==> src/rtl/sound_mixer_pkg.sv <==
// Shared definitions for the sound_mixer_mc stereo mixer: register map,
// frame state encoding and volume helpers.
package sound_mixer_pkg;

   localparam logic [7:0] REG_RESET    = 8'h00;
   localparam logic [7:0] REG_VOL_BASE = 8'h10;
   localparam logic [7:0] REG_MASTER_L = 8'h30;
   localparam logic [7:0] REG_MASTER_R = 8'h31;
   localparam logic [7:0] REG_MUTE     = 8'h40;
   localparam logic [7:0] REG_STATUS   = 8'h41;

   localparam logic [4:0] VOL_DEFAULT  = 5'h1F;

   typedef enum logic [1:0] {
      IDLE,
      ACCUM,
      MASTER,
      SAT
   } state_t;

   // Full-scale volume 0x1F maps to no shift; each step down in v[4:1] adds one shift.
   function automatic logic [3:0] vol_shift(input logic [4:0] v);
      return ~v[4:1];
   endfunction

   function automatic logic [4:0] vol_step(input logic [4:0] cur, input logic [4:0] tgt);
      if (cur < tgt) begin
         return cur + 5'd1;
      end else if (cur > tgt) begin
         return cur - 5'd1;
      end
      return cur;
   endfunction

endpackage

==> src/rtl/sound_mixer_if.sv <==
// Indexed 8-bit register port of the mixer (mixer-index / mixer-data pair from the parent).
interface sound_mixer_if;

   logic [7:0] reg_addr;
   logic       reg_we;
   logic [7:0] reg_wdata;
   logic [7:0] reg_rdata;

   modport master (
      output reg_addr,
      output reg_we,
      output reg_wdata,
      input  reg_rdata
   );

   modport slave (
      input  reg_addr,
      input  reg_we,
      input  reg_wdata,
      output reg_rdata
   );

endinterface

==> src/rtl/sound_mixer_sat.sv <==
// Combinational clamp of a wide signed accumulator onto the signed WIDTH-bit output range.
module sound_mixer_sat #(
   parameter int ACC_W = 19,
   parameter int WIDTH = 16
) (
   input  logic signed [ACC_W-1:0] acc,
   output logic signed [WIDTH-1:0] sat
);

   localparam logic signed [ACC_W-1:0] ACC_MAX = {{(ACC_W-WIDTH+1){1'b0}}, {(WIDTH-1){1'b1}}};
   localparam logic signed [ACC_W-1:0] ACC_MIN = {{(ACC_W-WIDTH+1){1'b1}}, {(WIDTH-1){1'b0}}};

   always_comb begin
      sat = acc[WIDTH-1:0];
      if (acc > ACC_MAX) begin
         sat = {1'b0, {(WIDTH-1){1'b1}}};
      end else if (acc < ACC_MIN) begin
         sat = {1'b1, {(WIDTH-1){1'b0}}};
      end
   end

endmodule

==> src/rtl/sound_mixer_mc.sv <==
// Parametrised N-channel stereo mixer, one channel accumulated per clock after sample_ce.
// Optional macro SOUND_MIXER_SOFT_RAMP_EN: effective volumes ramp one step per output sample.
module sound_mixer_mc
   import sound_mixer_pkg::*;
#(
   parameter int CHANNELS = 4,
   parameter int WIDTH    = 16
) (
   input  logic                      clk,
   input  logic                      rst,
   input  logic                      sample_ce,
   input  logic [CHANNELS*WIDTH-1:0] in_l,
   input  logic [CHANNELS*WIDTH-1:0] in_r,
   sound_mixer_if.slave              regs,
   output logic [WIDTH-1:0]          out_l,
   output logic [WIDTH-1:0]          out_r,
   output logic                      out_valid,
   output logic                      busy
);

   localparam int ACC_W = WIDTH + $clog2(CHANNELS) + 1;
   localparam int CNT_W = (CHANNELS > 1) ? $clog2(CHANNELS) : 1;
   localparam logic [CNT_W-1:0] LAST_CH = CNT_W'(CHANNELS - 1);
   localparam logic [7:0] VOL_END = 8'(16 + 2 * CHANNELS);

   state_t state, state_next;

   logic [4:0] vol_l [CHANNELS];
   logic [4:0] vol_r [CHANNELS];
   logic [4:0] master_l, master_r;
   logic [CHANNELS-1:0] mute;
   logic overrun;

   logic [4:0] eff_l [CHANNELS];
   logic [4:0] eff_r [CHANNELS];
   logic [4:0] eff_master_l, eff_master_r;
   logic ramp;

   logic [CHANNELS*WIDTH-1:0] snap_l, snap_r;
   logic [4:0] sh_vol_l [CHANNELS];
   logic [4:0] sh_vol_r [CHANNELS];
   logic [4:0] sh_master_l, sh_master_r;
   logic [CHANNELS-1:0] sh_mute;

   logic [CNT_W-1:0] chan;
   logic signed [ACC_W-1:0] acc_l, acc_r;
   logic signed [ACC_W-1:0] contrib_l, contrib_r;
   logic signed [ACC_W-1:0] mst_l, mst_r;
   logic signed [WIDTH-1:0] sat_l, sat_r;
   logic [WIDTH-1:0] samp_l, samp_r;

   logic vol_hit, reg_reset_wr;
   logic [4:0] vol_off;
   logic [3:0] vol_idx;
   logic [7:0] rd_next;

   function automatic logic signed [ACC_W-1:0] attenuate(input logic signed [ACC_W-1:0] x,
                                                         input logic [4:0] v);
      if (v == 5'd0) begin
         return '0;
      end
      return x >>> vol_shift(v);
   endfunction

   assign vol_off      = 5'(regs.reg_addr - REG_VOL_BASE);
   assign vol_idx      = vol_off[4:1];
   assign vol_hit      = (regs.reg_addr >= REG_VOL_BASE) && (regs.reg_addr < VOL_END);
   assign reg_reset_wr = regs.reg_we && (regs.reg_addr == REG_RESET);

   always_ff @(posedge clk or posedge rst) begin
      if (rst) begin
         state <= IDLE;
      end else begin
         state <= state_next;
      end
   end

   always_comb begin
      state_next = state;
      out_valid  = 1'b0;
      busy       = 1'b1;
      case (state)
         IDLE: begin
            busy = 1'b0;
            if (sample_ce) begin
               state_next = ACCUM;
            end
         end
         ACCUM: begin
            if (chan == LAST_CH) begin
               state_next = MASTER;
            end
         end
         MASTER: state_next = SAT;
         SAT: begin
            out_valid  = 1'b1;
            state_next = IDLE;
         end
         default: state_next = IDLE;
      endcase
   end

   // Live register file; a frame in flight only ever sees its shadow copies.
   always_ff @(posedge clk or posedge rst) begin
      if (rst) begin
         for (int i = 0; i < CHANNELS; i++) begin
            vol_l[i] <= VOL_DEFAULT;
            vol_r[i] <= VOL_DEFAULT;
         end
         master_l <= VOL_DEFAULT;
         master_r <= VOL_DEFAULT;
         mute     <= '0;
         overrun  <= 1'b0;
      end else begin
         if (reg_reset_wr) begin
            for (int i = 0; i < CHANNELS; i++) begin
               vol_l[i] <= VOL_DEFAULT;
               vol_r[i] <= VOL_DEFAULT;
            end
            master_l <= VOL_DEFAULT;
            master_r <= VOL_DEFAULT;
            mute     <= '0;
         end else if (regs.reg_we) begin
            for (int i = 0; i < CHANNELS; i++) begin
               if (vol_hit && vol_idx == 4'(i)) begin
                  if (vol_off[0]) begin
                     vol_r[i] <= regs.reg_wdata[7:3];
                  end else begin
                     vol_l[i] <= regs.reg_wdata[7:3];
                  end
               end
            end
            if (regs.reg_addr == REG_MASTER_L) begin
               master_l <= regs.reg_wdata[7:3];
            end
            if (regs.reg_addr == REG_MASTER_R) begin
               master_r <= regs.reg_wdata[7:3];
            end
            if (regs.reg_addr == REG_MUTE) begin
               for (int i = 0; i < CHANNELS; i++) begin
                  mute[i] <= (i < 8) ? regs.reg_wdata[i[2:0]] : 1'b0;
               end
            end
         end
         if (sample_ce && busy) begin
            overrun <= 1'b1;
         end else if (regs.reg_we && regs.reg_addr == REG_STATUS) begin
            overrun <= 1'b0;
         end
      end
   end

`ifdef SOUND_MIXER_SOFT_RAMP_EN
   always_ff @(posedge clk or posedge rst) begin
      if (rst) begin
         for (int i = 0; i < CHANNELS; i++) begin
            eff_l[i] <= VOL_DEFAULT;
            eff_r[i] <= VOL_DEFAULT;
         end
         eff_master_l <= VOL_DEFAULT;
         eff_master_r <= VOL_DEFAULT;
      end else if (reg_reset_wr) begin
         for (int i = 0; i < CHANNELS; i++) begin
            eff_l[i] <= VOL_DEFAULT;
            eff_r[i] <= VOL_DEFAULT;
         end
         eff_master_l <= VOL_DEFAULT;
         eff_master_r <= VOL_DEFAULT;
      end else if (out_valid) begin
         for (int i = 0; i < CHANNELS; i++) begin
            eff_l[i] <= vol_step(eff_l[i], vol_l[i]);
            eff_r[i] <= vol_step(eff_r[i], vol_r[i]);
         end
         eff_master_l <= vol_step(eff_master_l, master_l);
         eff_master_r <= vol_step(eff_master_r, master_r);
      end
   end

   always_comb begin
      ramp = (eff_master_l != master_l) || (eff_master_r != master_r);
      for (int i = 0; i < CHANNELS; i++) begin
         if (eff_l[i] != vol_l[i] || eff_r[i] != vol_r[i]) begin
            ramp = 1'b1;
         end
      end
   end
`else
   assign eff_l        = vol_l;
   assign eff_r        = vol_r;
   assign eff_master_l = master_l;
   assign eff_master_r = master_r;
   assign ramp         = 1'b0;
`endif

   always_comb begin
      rd_next = 8'h00;
      for (int i = 0; i < CHANNELS; i++) begin
         if (vol_hit && vol_idx == 4'(i)) begin
            rd_next = {(vol_off[0] ? vol_r[i] : vol_l[i]), 3'b000};
         end
      end
      case (regs.reg_addr)
         REG_MASTER_L: rd_next = {master_l, 3'b000};
         REG_MASTER_R: rd_next = {master_r, 3'b000};
         REG_MUTE: begin
            for (int i = 0; i < CHANNELS; i++) begin
               if (i < 8) begin
                  rd_next[i[2:0]] = mute[i];
               end
            end
         end
         REG_STATUS: rd_next = {5'b00000, ramp, busy, overrun};
         default: ;
      endcase
   end

   always_ff @(posedge clk or posedge rst) begin
      if (rst) begin
         regs.reg_rdata <= 8'h00;
      end else begin
         regs.reg_rdata <= rd_next;
      end
   end

   assign samp_l = snap_l[chan*WIDTH +: WIDTH];
   assign samp_r = snap_r[chan*WIDTH +: WIDTH];

   always_comb begin
      contrib_l = '0;
      contrib_r = '0;
      if (!sh_mute[chan]) begin
         contrib_l = attenuate({{(ACC_W-WIDTH){samp_l[WIDTH-1]}}, samp_l}, sh_vol_l[chan]);
         contrib_r = attenuate({{(ACC_W-WIDTH){samp_r[WIDTH-1]}}, samp_r}, sh_vol_r[chan]);
      end
   end

   assign mst_l = attenuate(acc_l, sh_master_l);
   assign mst_r = attenuate(acc_r, sh_master_r);

   sound_mixer_sat #(.ACC_W(ACC_W), .WIDTH(WIDTH)) u_sat_l (.acc(mst_l), .sat(sat_l));
   sound_mixer_sat #(.ACC_W(ACC_W), .WIDTH(WIDTH)) u_sat_r (.acc(mst_r), .sat(sat_r));

   // Master shift and clamp resolve on the MASTER edge so the result is on out_l/out_r
   // during the SAT cycle, coincident with out_valid.
   always_ff @(posedge clk or posedge rst) begin
      if (rst) begin
         chan        <= '0;
         acc_l       <= '0;
         acc_r       <= '0;
         snap_l      <= '0;
         snap_r      <= '0;
         sh_master_l <= VOL_DEFAULT;
         sh_master_r <= VOL_DEFAULT;
         sh_mute     <= '0;
         for (int i = 0; i < CHANNELS; i++) begin
            sh_vol_l[i] <= VOL_DEFAULT;
            sh_vol_r[i] <= VOL_DEFAULT;
         end
         out_l <= '0;
         out_r <= '0;
      end else begin
         case (state)
            IDLE: begin
               if (sample_ce) begin
                  snap_l      <= in_l;
                  snap_r      <= in_r;
                  sh_vol_l    <= eff_l;
                  sh_vol_r    <= eff_r;
                  sh_master_l <= eff_master_l;
                  sh_master_r <= eff_master_r;
                  sh_mute     <= mute;
                  acc_l       <= '0;
                  acc_r       <= '0;
                  chan        <= '0;
               end
            end
            ACCUM: begin
               acc_l <= acc_l + contrib_l;
               acc_r <= acc_r + contrib_r;
               if (chan != LAST_CH) begin
                  chan <= chan + 1'b1;
               end
            end
            MASTER: begin
               out_l <= sat_l;
               out_r <= sat_r;
            end
            default: ;
         endcase
      end
   end

endmodule

==> src/flat_wrapper.sv <==
// flat-port wrapper written by rule: the top's interface ports become plain ports
module sound_mixer_mc_flat import sound_mixer_pkg::*;
#(
   parameter int CHANNELS = 4,
   parameter int WIDTH    = 16
)
  (clk, rst, sample_ce, in_l, in_r, out_l, out_r, out_valid, busy, regs_reg_addr, regs_reg_we, regs_reg_wdata, regs_reg_rdata);
  sound_mixer_if regs_i ();
  input  logic clk;
  input  logic rst;
  input  logic sample_ce;
  input  logic [CHANNELS*WIDTH-1:0] in_l;
  input  logic [CHANNELS*WIDTH-1:0] in_r;
  output logic [WIDTH-1:0] out_l;
  output logic [WIDTH-1:0] out_r;
  output logic out_valid;
  output logic busy;
  input wire logic [$bits(regs_i.reg_addr)-1:0] regs_reg_addr;
  input wire logic [$bits(regs_i.reg_we)-1:0] regs_reg_we;
  input wire logic [$bits(regs_i.reg_wdata)-1:0] regs_reg_wdata;
  output wire logic [$bits(regs_i.reg_rdata)-1:0] regs_reg_rdata;
  assign regs_i.reg_addr = regs_reg_addr;
  assign regs_i.reg_we = regs_reg_we;
  assign regs_i.reg_wdata = regs_reg_wdata;
  assign regs_reg_rdata = regs_i.reg_rdata;
  sound_mixer_mc #(.CHANNELS(CHANNELS), .WIDTH(WIDTH)) u_core (.clk(clk), .rst(rst), .sample_ce(sample_ce), .in_l(in_l), .in_r(in_r), .regs(regs_i), .out_l(out_l), .out_r(out_r), .out_valid(out_valid), .busy(busy));
endmodule
==> config.mk <==
export PLATFORM = sky130hd
export DESIGN_NAME = sound_mixer_mc_flat
export DESIGN_NICKNAME = d
export VERILOG_FILES = /design/src/rtl/sound_mixer_pkg.sv /design/src/rtl/sound_mixer_if.sv /design/src/rtl/sound_mixer_sat.sv /design/src/rtl/sound_mixer_mc.sv /design/src/flat_wrapper.sv
export SDC_FILE = /design/constraint.sdc
export NUM_CORES = 1
export LEC_CHECK = 0
export CORE_ASPECT_RATIO = 2
export CORE_MARGIN = 2
export CORE_UTILIZATION = 62
export CTS_CLUSTER_SIZE = 28
export DETAILED_ROUTE_END_ITERATION = 16
export HOLD_SLACK_MARGIN = 0.02
export PLACE_DENSITY = 0.95
export SKIP_LAST_GASP = 1
export SLEW_MARGIN = 20
export SYNTH_ARGS = -nofsm -noshare
export SYNTH_HDL_FRONTEND = slang
export SYNTH_SLANG_ARGS = --single-unit
==> constraint.sdc <==
create_clock -name clk -period 23.8 [get_ports clk]
set_input_delay 4.76 -clock clk [delete_from_list [all_inputs] [get_ports clk]]
set_output_delay 4.76 -clock clk [all_outputs]
set_load 0.05 [all_outputs]
After elaboration in Yosys (flattened, before gate mapping)

Index checks and enable logic that the tools add are counted.
Widths: inputs -> output; s select.

Bits in registers: 319
Input bits: 148
Output and inout bits: 42
Word-level logic and storage cells: 186

$add $sub $neg: 4
Order comparisons: 8
Eq/ne operators: 16
Shift operators: 6
Mux-type cells: 74
Bitwise operators: 5
Reduce and logical (&&, ||, !) cells: 41

Operators with widths:

| kind                 | count |
|---|---|
| $mux 19              | 11 |
| $shiftx 64x7->16     | 2 |
| $mux 5               | 24 |
| $mux 20              | 4 |
| $pmux 19 s2          | 2 |
| $mux 16              | 4 |
| $add 19x19->19       | 2 |
| $gt 19x16->1 const B | 2 |
| $lt 19x16->1 const B | 2 |
| $sshr 16x4->19       | 2 |
| $sshr 19x4->19       | 2 |
| $mux 8               | 4 |
| $reduce_and 3->1     | 9 |
| $reduce_bool 2->1    | 11 |
| $bmux 5 s2           | 2 |
| $logic_not 5->1      | 4 |
| $eq 8x6->1 const B   | 2 |
| $eq 8x7->1 const B   | 2 |
| $not 4->4            | 4 |
| $pmux 4 s4           | 1 |
| $mux 4               | 3 |
| $pmux 4 s3           | 1 |
| $reduce_and 2->1     | 6 |
| $mux 1               | 11 |
| 21 further kinds     | 37 |

Longest topological paths before layout

Gate-level depths: netlist (run 1).

Word-level depth: 11
Depth in mapped cells: 20
Depth with buffers taken out: 18

Modules after synthesis

A second synthesis (run 1) with hierarchy kept.

Cells, all modules: 1680
Area total of the unflattened synthesis: 18833.1 um2

By module, submodules not included:

| module          | times used | cells an instance | area each (um2) | sequential area each (um2) |
|---|---|---|---|---|
| sound_mixer_mc  | 1          | 1568              | 18084.8         | 8107.8 |
| sound_mixer_sat | 2          | 56                | 374.1           | 0.0 |

Least setup slack after synthesis (run 1)

OpenSTA, ideal clock, no wires.

Path kind: input to register
Start: in regs_reg_addr[0]
End: reg u_core.vol_r (netlist bit u_core.eff_r[5])
Library setup time: 90 ps
Arrival time: 6399 ps
Required time: 23710 ps
Path slack: 17311 ps
Stages: 6
Buffers on the path: 2
Cells stage by stage: clkbuf_1 > clkbuf_1 > nand2_1 > nor3_1 > mux2i_1 > nand2_1

Longest elaborated chain between the ends: 5
Elaborated cells on any way between the ends: 13
Classes of those cells: 1 x add/sub; 2 x order compare; 1 x eq/ne; 1 x mux; 8 x reduce/logical

Ends and longest elaborated chain:

| what                                            | line                                        | RTL |
|---|---|---|
| start: declaration                              | flat_wrapper.sv:18                          | `input wire logic [$bits(regs_i.reg_addr)-1:0] regs_reg_addr;` |
| $sub 5x5->5, or another cell as far along       | sound_mixer_mc.sv:65                        | `assign vol_off = 5'(regs.reg_addr - REG_VOL_BASE);` |
| $eq 4x2->1 or $logic_and 1x1->1 (tied branches) | sound_mixer_mc.sv:125, sound_mixer_mc.sv:67 |  |
| $logic_and 1x1->1                               | sound_mixer_mc.sv:125                       | `if (vol_hit && vol_idx == 4'(i)) begin` |
| $reduce_bool 2->1 (no source line)              | --                                          |  |
| $reduce_and 3->1 (no source line)               | --                                          |  |
| end signal: indexed assignment                  | sound_mixer_mc.sv:127                       | `vol_r[i] <= regs.reg_wdata[7:3];` |
| end: declaration                                | sound_mixer_mc.sv:29                        | `logic [4:0] vol_r [CHANNELS];` |

Parallel ways exist; a longest one is shown, timed or not.
A chain may end at the register's enable or synchronous reset.

Worst setup path in the final report (run 1)

Start: reg u_core.state[0]
End: out busy

Longest elaborated chain between the ends: 2

Ends and longest elaborated chain:

| what                     | line                 | RTL |
|---|---|---|
| start: declaration       | sound_mixer_mc.sv:26 | `state_t state, state_next;` |
| start signal: assignment | sound_mixer_mc.sv:74 | `state <= state_next;` |
| $logic_not 2->1          | sound_mixer_mc.sv:82 | `case (state)` |
| $mux 1                   | sound_mixer_mc.sv:82 |  |
| end: declaration         | flat_wrapper.sv:17   | `output logic busy;` |

No other way between the ends.

==> out/summary.md, run 1 <==
Global routing finished with a remaining overflow of 0. The worst register-to-register path begins at u_core.chan[0]$_DFFE_PP0P_. The starting density of the core is 0.629. Fraction of power spent switching nets: 0.430.

The area share of the leading cell type in the synthesized netlist is 0.303, and the total buffers and inverters traversed by the critical path is 3. Fill cells in the final layout number 1800. Across the whole layout, storage elements account for 0.00811 sq mm. The first routing iteration left 1151 violations. VDD sags by at most 97.7 uV. The part of the power in the clock network came out at 0.152.

Max-cap violations in this run came to 0. The HPWL after detailed placement is 33400 um. The cell area power density works out to 159 mW/mm^2.

The detail route stage leaves a number of antenna-violating nets equal to 0. For the post-placement worst setup slack, the log shows 15.96 ns. The instance count of the mapped netlist is 1584. The endpoint of the worst hold path was u_core.out_r[1]$_DFFE_PP0P_. The final setup slack of the worst path is 16.61 ns.

The combined area of the multi-input logic cells is 0.00946 sq mm. The net total in the final layout is 1900, and the distinct cell type count after synthesis is 66. Entering global routing, the biggest net connects 189 pins. Counting the buffers created by CTS gives 28. Critical path startpoint category: a flip-flop. Leaving out fill and tap cells, the most frequent cells in the layout are 217 x sky130_fd_sc_hd__dfrtp_1, 207 x sky130_fd_sc_hd__mux2_2, 189 x sky130_fd_sc_hd__clkdlybuf4s50_1.

The number of antenna violations at the first check in global routing came out at 4. Fraction of the yosys area taken by sequential cells: 0.449. Depth of the CTS H-tree: 1. After clock tree synthesis, the clock-pin slew on the worst setup and hold paths is 0.07 ns.

The biggest fanout along the worst timing path was 7; the critical path required time was 19.04 ns. The standard cell core area is 0.0287 sq mm, and the power share of the sequential group is 0.296. The wire length of the first global-routing pass came out at 75600 um. The kind of end point of the critical path is an output port. For the portion of total power attributed to combinational logic, the log shows 0.552. The tools report the startpoint of the tightest hold check path as u_core.out_r[1]$_DFFE_PP0P_.

TritonCTS built the clock tree. The analysis attributes to cell leakage a power of 0.00881 uW. Once the clock tree was built, the setup fixing pass inserted 0 buffers.

The cell type with the largest total area after synthesis was sky130_fd_sc_hd__dfrtp_1. The count of input and output buffers was 189; the total via count in the routed design was 13600. The layout-stage area growth over the synthesis result is 17.2%. The mapped netlist covers 0.0181 sq mm. In the routed design, unresolved DRC markers number 0. In the synthesized netlist the dominant register cell turns out to be sky130_fd_sc_hd__dfrtp_1.

The fraction of final layout cells with drive strength greater than 1 is 0.254. For the largest clock skew in the final design, the log shows 0.0185 ns. The detailed-router iteration count before antenna repair is 5. CTS placed an instance of sky130_fd_sc_hd__clkbuf_16 at the clock tree root.

The internal power came out at 1920 uW. The number of nets in the synthesized netlist is 1775. The width of the die is 125 um. After routing, the total negative slack on setup checks comes to 0 ns. In this run the core area contains 88 standard-cell rows. The final max-slew violation count was 0. For the pin with the worst max-slew slack, the measured transition is 1.01 ns. In this design, the largest share of critical-path delay is due to buffers and inverters. For this design, the slowest cell found on the critical path is sky130_fd_sc_hd__clkdlybuf4s50_1.

The number of cells on the worst reg-to-reg path is 16. Setup slack on the worst flop-to-flop path: 17.99 ns. The maximum clock path buffer count is 3, and the async set-reset flop share out of synthesis is 1.00.

The tools report the relative slew slack as 0.328. Number of instances on the worst hold path: 1. The cell with the most instances on the worst path was sky130_fd_sc_hd__inv_1. On the worst path, the slowest cell contributes a delay of 0.83 ns. The part of the cycle the worst path needs came out at 0.302. Count of clock tree sinks: 319. The clock latency of the later-clocked register in the worst-skew pair was 0.57 ns; the count of hold-fix buffers inserted at cts was 0. In this run the mean area of a mapped cell was 11.4 sq um. The number of global-route vias before repair is 14200. In this run the count of I/O pins placed on the die edge is 190.

The average wire per standard cell came out at 22.5 um. Setup repair after global routing left no endpoint under its margin. The tools report the worst reg2reg path endpoint as u_core.acc_r[15]$_DFFE_PP0P_. Measured along the y axis, the die boundary spans 245 um. After clock tree synthesis, the repair step resized 0 gates. The clock period minus worst slack was 7.19 ns; the global placement routability congestion was 0.943. The total net switching power is 1450 uW, and the final hold violation count is 0.

Yosys printed 0 warnings. Traced cell by cell, the critical path runs through inv_1, ha_1, inv_1, clkdlybuf4s50_1. The logs give 47200 um for the overall routed net length and 0.309 for the global routing usage summed across all routing layers. Based on the critical path, the design can be clocked at up to 139 MHz. In this run, synthesis produced a sequential element count of 319.

Counting flops with a built-in enable in the synthesized netlist gives 0. The flow ran to the end, and the final reports show no timing, DRC or antenna violations. In the routed layout, each cell is associated on average with a via count of 6.47.

The floorplan step defined a die boundary enclosing 0.0306 sq mm. The critical path runs through a total of 4 cells. Setup violations remaining at the end of the flow were counted as 0.

Yosys attributes the largest share of cell area to sky130_fd_sc_hd__dfrtp_1 30%, sky130_fd_sc_hd__dfstp_2 15%, sky130_fd_sc_hd__mux2_2 13%. The worst path arrival time is 2.43 ns. The setup path with the least slack is of type reg2out. The tightest min-delay check is of the reg2reg type.

Leaving out fill and tap cells, the most frequent cell in the layout is sky130_fd_sc_hd__dfrtp_1.
[worst max-delay path by stage]
| stage | start | slack, ns | endpoint |
|---|---|---|---|
| final | u_core.state[0]$_DFFE_PP0P_ | 16.61 | busy |
| after global routing | u_core.state[0]$_DFFE_PP0P_ | 16.52 | busy |
| after CTS | sample_ce | 16.54 | u_core.snap_l[7]$_DFFE_PP0P_ |
| after detailed placement | sample_ce | 15.96 | u_core.snap_r[42]$_DFFE_PP0P_ |
| after global placement | sample_ce | 16.05 | u_core.snap_r[21]$_DFFE_PP0P_ |
| after floorplan | rst | 10.38 | u_core.acc_l[0]$_DFFE_PP0P_ |
[flip-flops by register name, summed over array words and instances (netlist names), 19 cells and up]
signal / count
u_core.snap_l: 64
u_core.eff_l: 20
u_core.snap_r: 64
u_core.eff_r: 20
u_core.sh_vol_r: 20
u_core.acc_r: 19
u_core.acc_l: 19
u_core.sh_vol_l: 20
[final cells by class]
cell class	instances	share of cell area
multi-input cells	1132	0.446
flip-flops and latches	319	0.383
repair buffers	199	0.0938
clock buffers	41	0.0417
well taps	360	0.0213
clock inverters	11	0.00774
inverters	29	0.00549
diodes	6	0.000709
[per-stage QoR]
stage          power (uW)  instance area [sq um]  cells  utilization  hold WS (ns)
6_report             3370                  21200   2097        0.737         0.496
5_1_grt              3580                  21200   2097        0.737         0.517
4_1_cts              3350                  21200   2091        0.736         0.501
3_5_place_dp         2810                  20100   2039        0.700         0.486
3_3_place_gp         2720                  20100   2039        0.700         0.476
2_1_floorplan        2370                  18100   1584            -         0.468
[synth_stat cells, drive strengths merged (14+ instances only)]
cell type    n
nor2        86
nand2      146
mux4        59
a21oi       93
mux2       207
buf         27
nor2b       22
o22a        50
ha          41
xor2        14
mux2i      126
a211oi      30
a311oi      15
clkbuf      77
dfrtp      219
dfstp      100
nand3       31
o21ai       66
inv         28
[metal layers]
| metal | wire [um] | vias up | GRT usage |
|---|---|---|---|
| met4 | 3030 | 0 | 0.183 |
| met3 | 2360 | 175 | 0.0405 |
| met1 | 16300 | 6724 | 0.340 |
| li1 | - | 6110 | - |
| met5 | 0 | - | 0 |
| met2 | 25500 | 565 | 0.565 |
[worst register-to-register path, cell delays in order, from the launching register on]
cell	delay, ns
sky130_fd_sc_hd__dfrtp_2	0.34
sky130_fd_sc_hd__buf_4	0.73
sky130_fd_sc_hd__mux4_2	0.91
sky130_fd_sc_hd__mux2i_1	0.25
sky130_fd_sc_hd__nor2b_1	0.18
sky130_fd_sc_hd__a211oi_1	0.34
sky130_fd_sc_hd__a211oi_1	0.11
sky130_fd_sc_hd__a211oi_1	0.42
sky130_fd_sc_hd__ha_1	0.31
sky130_fd_sc_hd__a21o_1	0.18
sky130_fd_sc_hd__a21o_1	0.22
sky130_fd_sc_hd__a2111oi_0	0.60
sky130_fd_sc_hd__nor3_1	0.21
sky130_fd_sc_hd__o21ai_0	0.21
sky130_fd_sc_hd__o211ai_1	0.23
sky130_fd_sc_hd__or3_1	0.40
sky130_fd_sc_hd__nand3_1	0.10
[logic make-up after synthesis]
family | after synthesis | share of synthesized area
multiplexers | 392 | 0.272
AND/OR/NAND/NOR | 338 | 0.0833
AO/OA/AOI/OAI | 333 | 0.123
flip-flops | 319 | 0.449
buffers and inverters | 133 | 0.0291
adder cells (fa/ha/maj) | 43 | 0.0306
XOR/XNOR | 26 | 0.0126
[power groups by stage]
stage               Sequential, uW  Combinational, uW  Clock, uW
floorplan                      983               1380          0
global placement               969               1750          0
detailed placement             997               1820          0
CTS                            990               1840        518
global route                  1020               2020        539
finish                         996               1860        513
(Power assumes the default switching activity.)
==> inputs of run 2 (changes only) <==
--- a/config.mk
+++ b/config.mk
@@ -7,11 +7,11 @@
 export LEC_CHECK = 0
 export CORE_ASPECT_RATIO = 2
 export CORE_MARGIN = 2
-export CORE_UTILIZATION = 62
+export CORE_UTILIZATION = 58
 export CTS_CLUSTER_SIZE = 28
 export DETAILED_ROUTE_END_ITERATION = 16
 export HOLD_SLACK_MARGIN = 0.02
-export PLACE_DENSITY = 0.95
+export PLACE_DENSITY = 0.91
 export SKIP_LAST_GASP = 1
 export SLEW_MARGIN = 20
 export SYNTH_ARGS = -nofsm -noshare
==> constraint.sdc (replaced) <==
create_clock -name clk -period 6.8 [get_ports clk]
set_input_delay 1.36 -clock clk [delete_from_list [all_inputs] [get_ports clk]]
set_output_delay 1.36 -clock clk [all_outputs]
set_load 0.05 [all_outputs]
==> out/summary.md, run 2 (synthesis gave the netlist of run 1 again) <==
The transition time at the pin with the least slew margin came out at 1.05 ns (+0.0442 ns). The number of setup violations in the final report came out at 0 (unchanged). The number of instances in the placed design came out at 2055 (+0.78%). The tools report the number of cells upsized or downsized after cts as 0 (unchanged). Worst reg2reg path endpoint: u_core.acc_l[18]$_DFFE_PP0P_.

The worst path arrival time came out at 5.72 ns (+3.29 ns). The depth of the most critical reg-to-reg path works out to 14 (-2). The final hold violation count came out at 0 (unchanged). Number of antenna violations at the first check in global routing: 6 (+2). The number of buffers inserted to repair setup after CTS is 0 (unchanged). The run gives 14100 (-0.72%) as the number of global-route vias before repair. The logs give 5 (unchanged) for the detailed-router iteration count before antenna repair and 0.941 (-0.28%) for the global placement routability congestion.

The depth of the CTS H-tree came out at 1 (unchanged). The net total in the final layout came out at 1904 (+0.21%). The largest registers in the layout are u_core.snap_l (64), u_core.snap_r (64).

Number of standard-cell rows in the floorplan: 91 (+3.4%). The run gives 0 (unchanged) as the count of nets left with antenna violations after detail routing. The largest stage delay on the critical path is 0.82 ns (about the same). The tools report the DRC violation count after routing as 0 (unchanged).

The cell area power density was 554 mW/mm^2 (+250%). Biggest fanout along the worst timing path: 24 (+17). The run gives 190 (unchanged) as the top-level port count.

Setup repair after global routing left no endpoint under its margin. The width of the die was 129 um (+3.3%); the part of the cycle the worst path needs was 0.766. The final standard cell area without fillers is 0.0212 sq mm (+0.18%), and the relative slew slack is 0.293 (-0.0349). For the total via count in the routed design, the log shows 13500 (-0.50%). For the area after detailed placement, the log shows 0.0202 sq mm (+0.27%). The summed negative setup slack over all endpoints is 0 ns (unchanged), and the filler-free cell count of the finished design is 2113 (+0.76%). The pin count of the biggest net entering global routing is 151 (-20%), and the count of clock tree sinks is 319 (unchanged).

The setup slack on the worst flop-to-flop path was 1.59 ns (-16.40 ns). The height of the die was 254 um (+3.3%). TritonCTS built the clock tree. The tools report the floorplan die area as 0.0327 sq mm (+6.7%).

The startpoint identified for the worst register-to-register timing path is u_core.chan[0]$_DFFE_PP0P_. The count of input and output buffers was 189 (unchanged). Clock tree synthesis selected as its root buffer the cell sky130_fd_sc_hd__clkbuf_16.

The tools report the clock latency of the later-clocked register in the worst-skew pair as 0.58 ns (about the same). Number of design-rule violations left by the first detailed-router iteration: 840 (-27%). Static leakage: 0.00882 uW (+0.11%). Slowest cell on the critical path: sky130_fd_sc_hd__mux4_2. The run finished with clean final reports. The signal on the critical path passes through mux4_2, or4_1, o21bai_1, a211oi_1, ha_1, fa_1, a211o_1, a21oi_1, o2111ai_1, and2_1, a311o_1, and3_1, nor4_1, nand3b_1. The run gives 7.31 ns (-11.73 ns) as the critical path required time. The via-per-instance ratio is 6.39 (-1.3%), and the fraction of final layout cells with drive strength greater than 1 is 0.256 (+0.00230). For the starting density of the core, the log shows 0.588 (-0.0410). STA classifies the critical path endpoint as a flip-flop.

The overall routed net length came out at 47000 um (-0.34%). The type of the tightest min-delay check is reg2reg. The average wire per standard cell is 22.3 um (-1.1%).

The overflow left after global routing was 0 (unchanged). The logs give 0.290 (-0.0191) for the global routing usage summed across all routing layers and 0 (unchanged) for the final max-slew violation count. The largest clock skew in the final design is 0.0208 ns (+0.00234 ns). Leaving out fill and tap cells, the most frequent cell in the layout is sky130_fd_sc_hd__dfrtp_1. The tools report the count of hold-fix buffers inserted at cts as 0 (unchanged). The worst ir drop on vdd was 356 uV (+260%). The wire length of the first global-routing pass was 73900 um (-2.3%). In the layout the commonest cells are 217 x sky130_fd_sc_hd__dfrtp_1, 207 x sky130_fd_sc_hd__mux2_2, 189 x sky130_fd_sc_hd__clkdlybuf4s50_1. The worst setup path is launched from a flip-flop.

The layout-stage area growth over the synthesis result is 17.4%. The tools report the timing-limited maximum frequency as 192 MHz. The startpoint of the tightest hold check path was u_core.out_r[5]$_DFFE_PP0P_.

The CTS clock-pin slew for the worst setup and hold paths is 0.08 ns (about the same). Kind of critical path: reg2reg. In this run the worst setup path begins at u_core.chan[0]$_DFFE_PP0P_.

The standard cell core area came out at 0.0307 sq mm (+7.0%). The end point of the critical path was u_core.acc_l[18]$_DFFE_PP0P_. The tools report the maximum clock path buffer count as 3 (unchanged). The clock period minus worst slack was 5.21 ns; the number of CTS-inserted buffers was 28 (unchanged).

The run gives 34300 um (+2.7%) as the HPWL after detailed placement. The max-cap violation count is 0 (unchanged).
==> run 2: how the worst min path moves through the flow <==
stage / endpoint / slack (ns) / depth (start not counted)
final: u_core.out_r[5]$_DFFE_PP0P_ / 0.49 / 1
after floorplan: u_core.eff_master_l[0]$_DFFE_PP1P_ / 0.47 / 2
after CTS: u_core.out_r[8]$_DFFE_PP0P_ / 0.50 / 1
after global routing: u_core.out_l[10]$_DFFE_PP0P_ / 0.51 / 1
after global placement: u_core.out_r[7]$_DFFE_PP0P_ / 0.48 / 1
after detailed placement: u_core.out_r[8]$_DFFE_PP0P_ / 0.49 / 1
==> run 2: cell type report <==
| class | instances | area, sq um |
|---|---|---|
| fill | 2183 | 9520 |
| inverter | 29 | 113 |
| antenna | 6 | 15.0 |
| clock buffer | 33 | 771 |
| timing repair buffer | 203 | 2020 |
| multi-input combinational | 1132 | 9450 |
| sequential | 319 | 8110 |
| clock inverter | 19 | 272 |
| tap | 372 | 465 |
==> run 2: critical path: cells and delay by family (launching register included) <==
| kind | cells | cell delay [ns] |
|---|---|---|
| mux | 1 | 0.82 |
| fa+ha+maj | 2 | 0.68 |
| compound gates | 6 | 1.71 |
| flops | 1 | 0.64 |
| simple gates | 5 | 1.27 |
==> run 2: layer usage <==
| layer | share of wire | GRT usage | wire length [um] |
|---|---|---|---|
| met1 | 0.35 | 0.306 | 16300 |
| met2 | 0.52 | 0.513 | 24600 |
| met3 | 0.045 | 0.0371 | 2120 |
| met4 | 0.085 | 0.224 | 4000 |
| met5 | 0 | 0 | 0 |
==> run 2: report_power, final <==
| group | internal (uW) | switching [uW] |
|---|---|---|
| Sequential | 2790 | 718 |
| Combinational | 2870 | 3580 |
| Clock | 1050 | 757 |
==> run 2: metrics by stage <==
stage                     power (uW)  utilization  hold WS (ns)  worst slack (ns)
after CTS                      11700        0.690         0.501              1.59
final                          11800        0.690         0.493              1.59
after global placement          9570        0.656         0.479              1.75
after floorplan                 8280            -         0.468              1.27
after global routing           12500        0.690         0.506              1.26
after detailed placement        9860        0.656         0.486              1.63
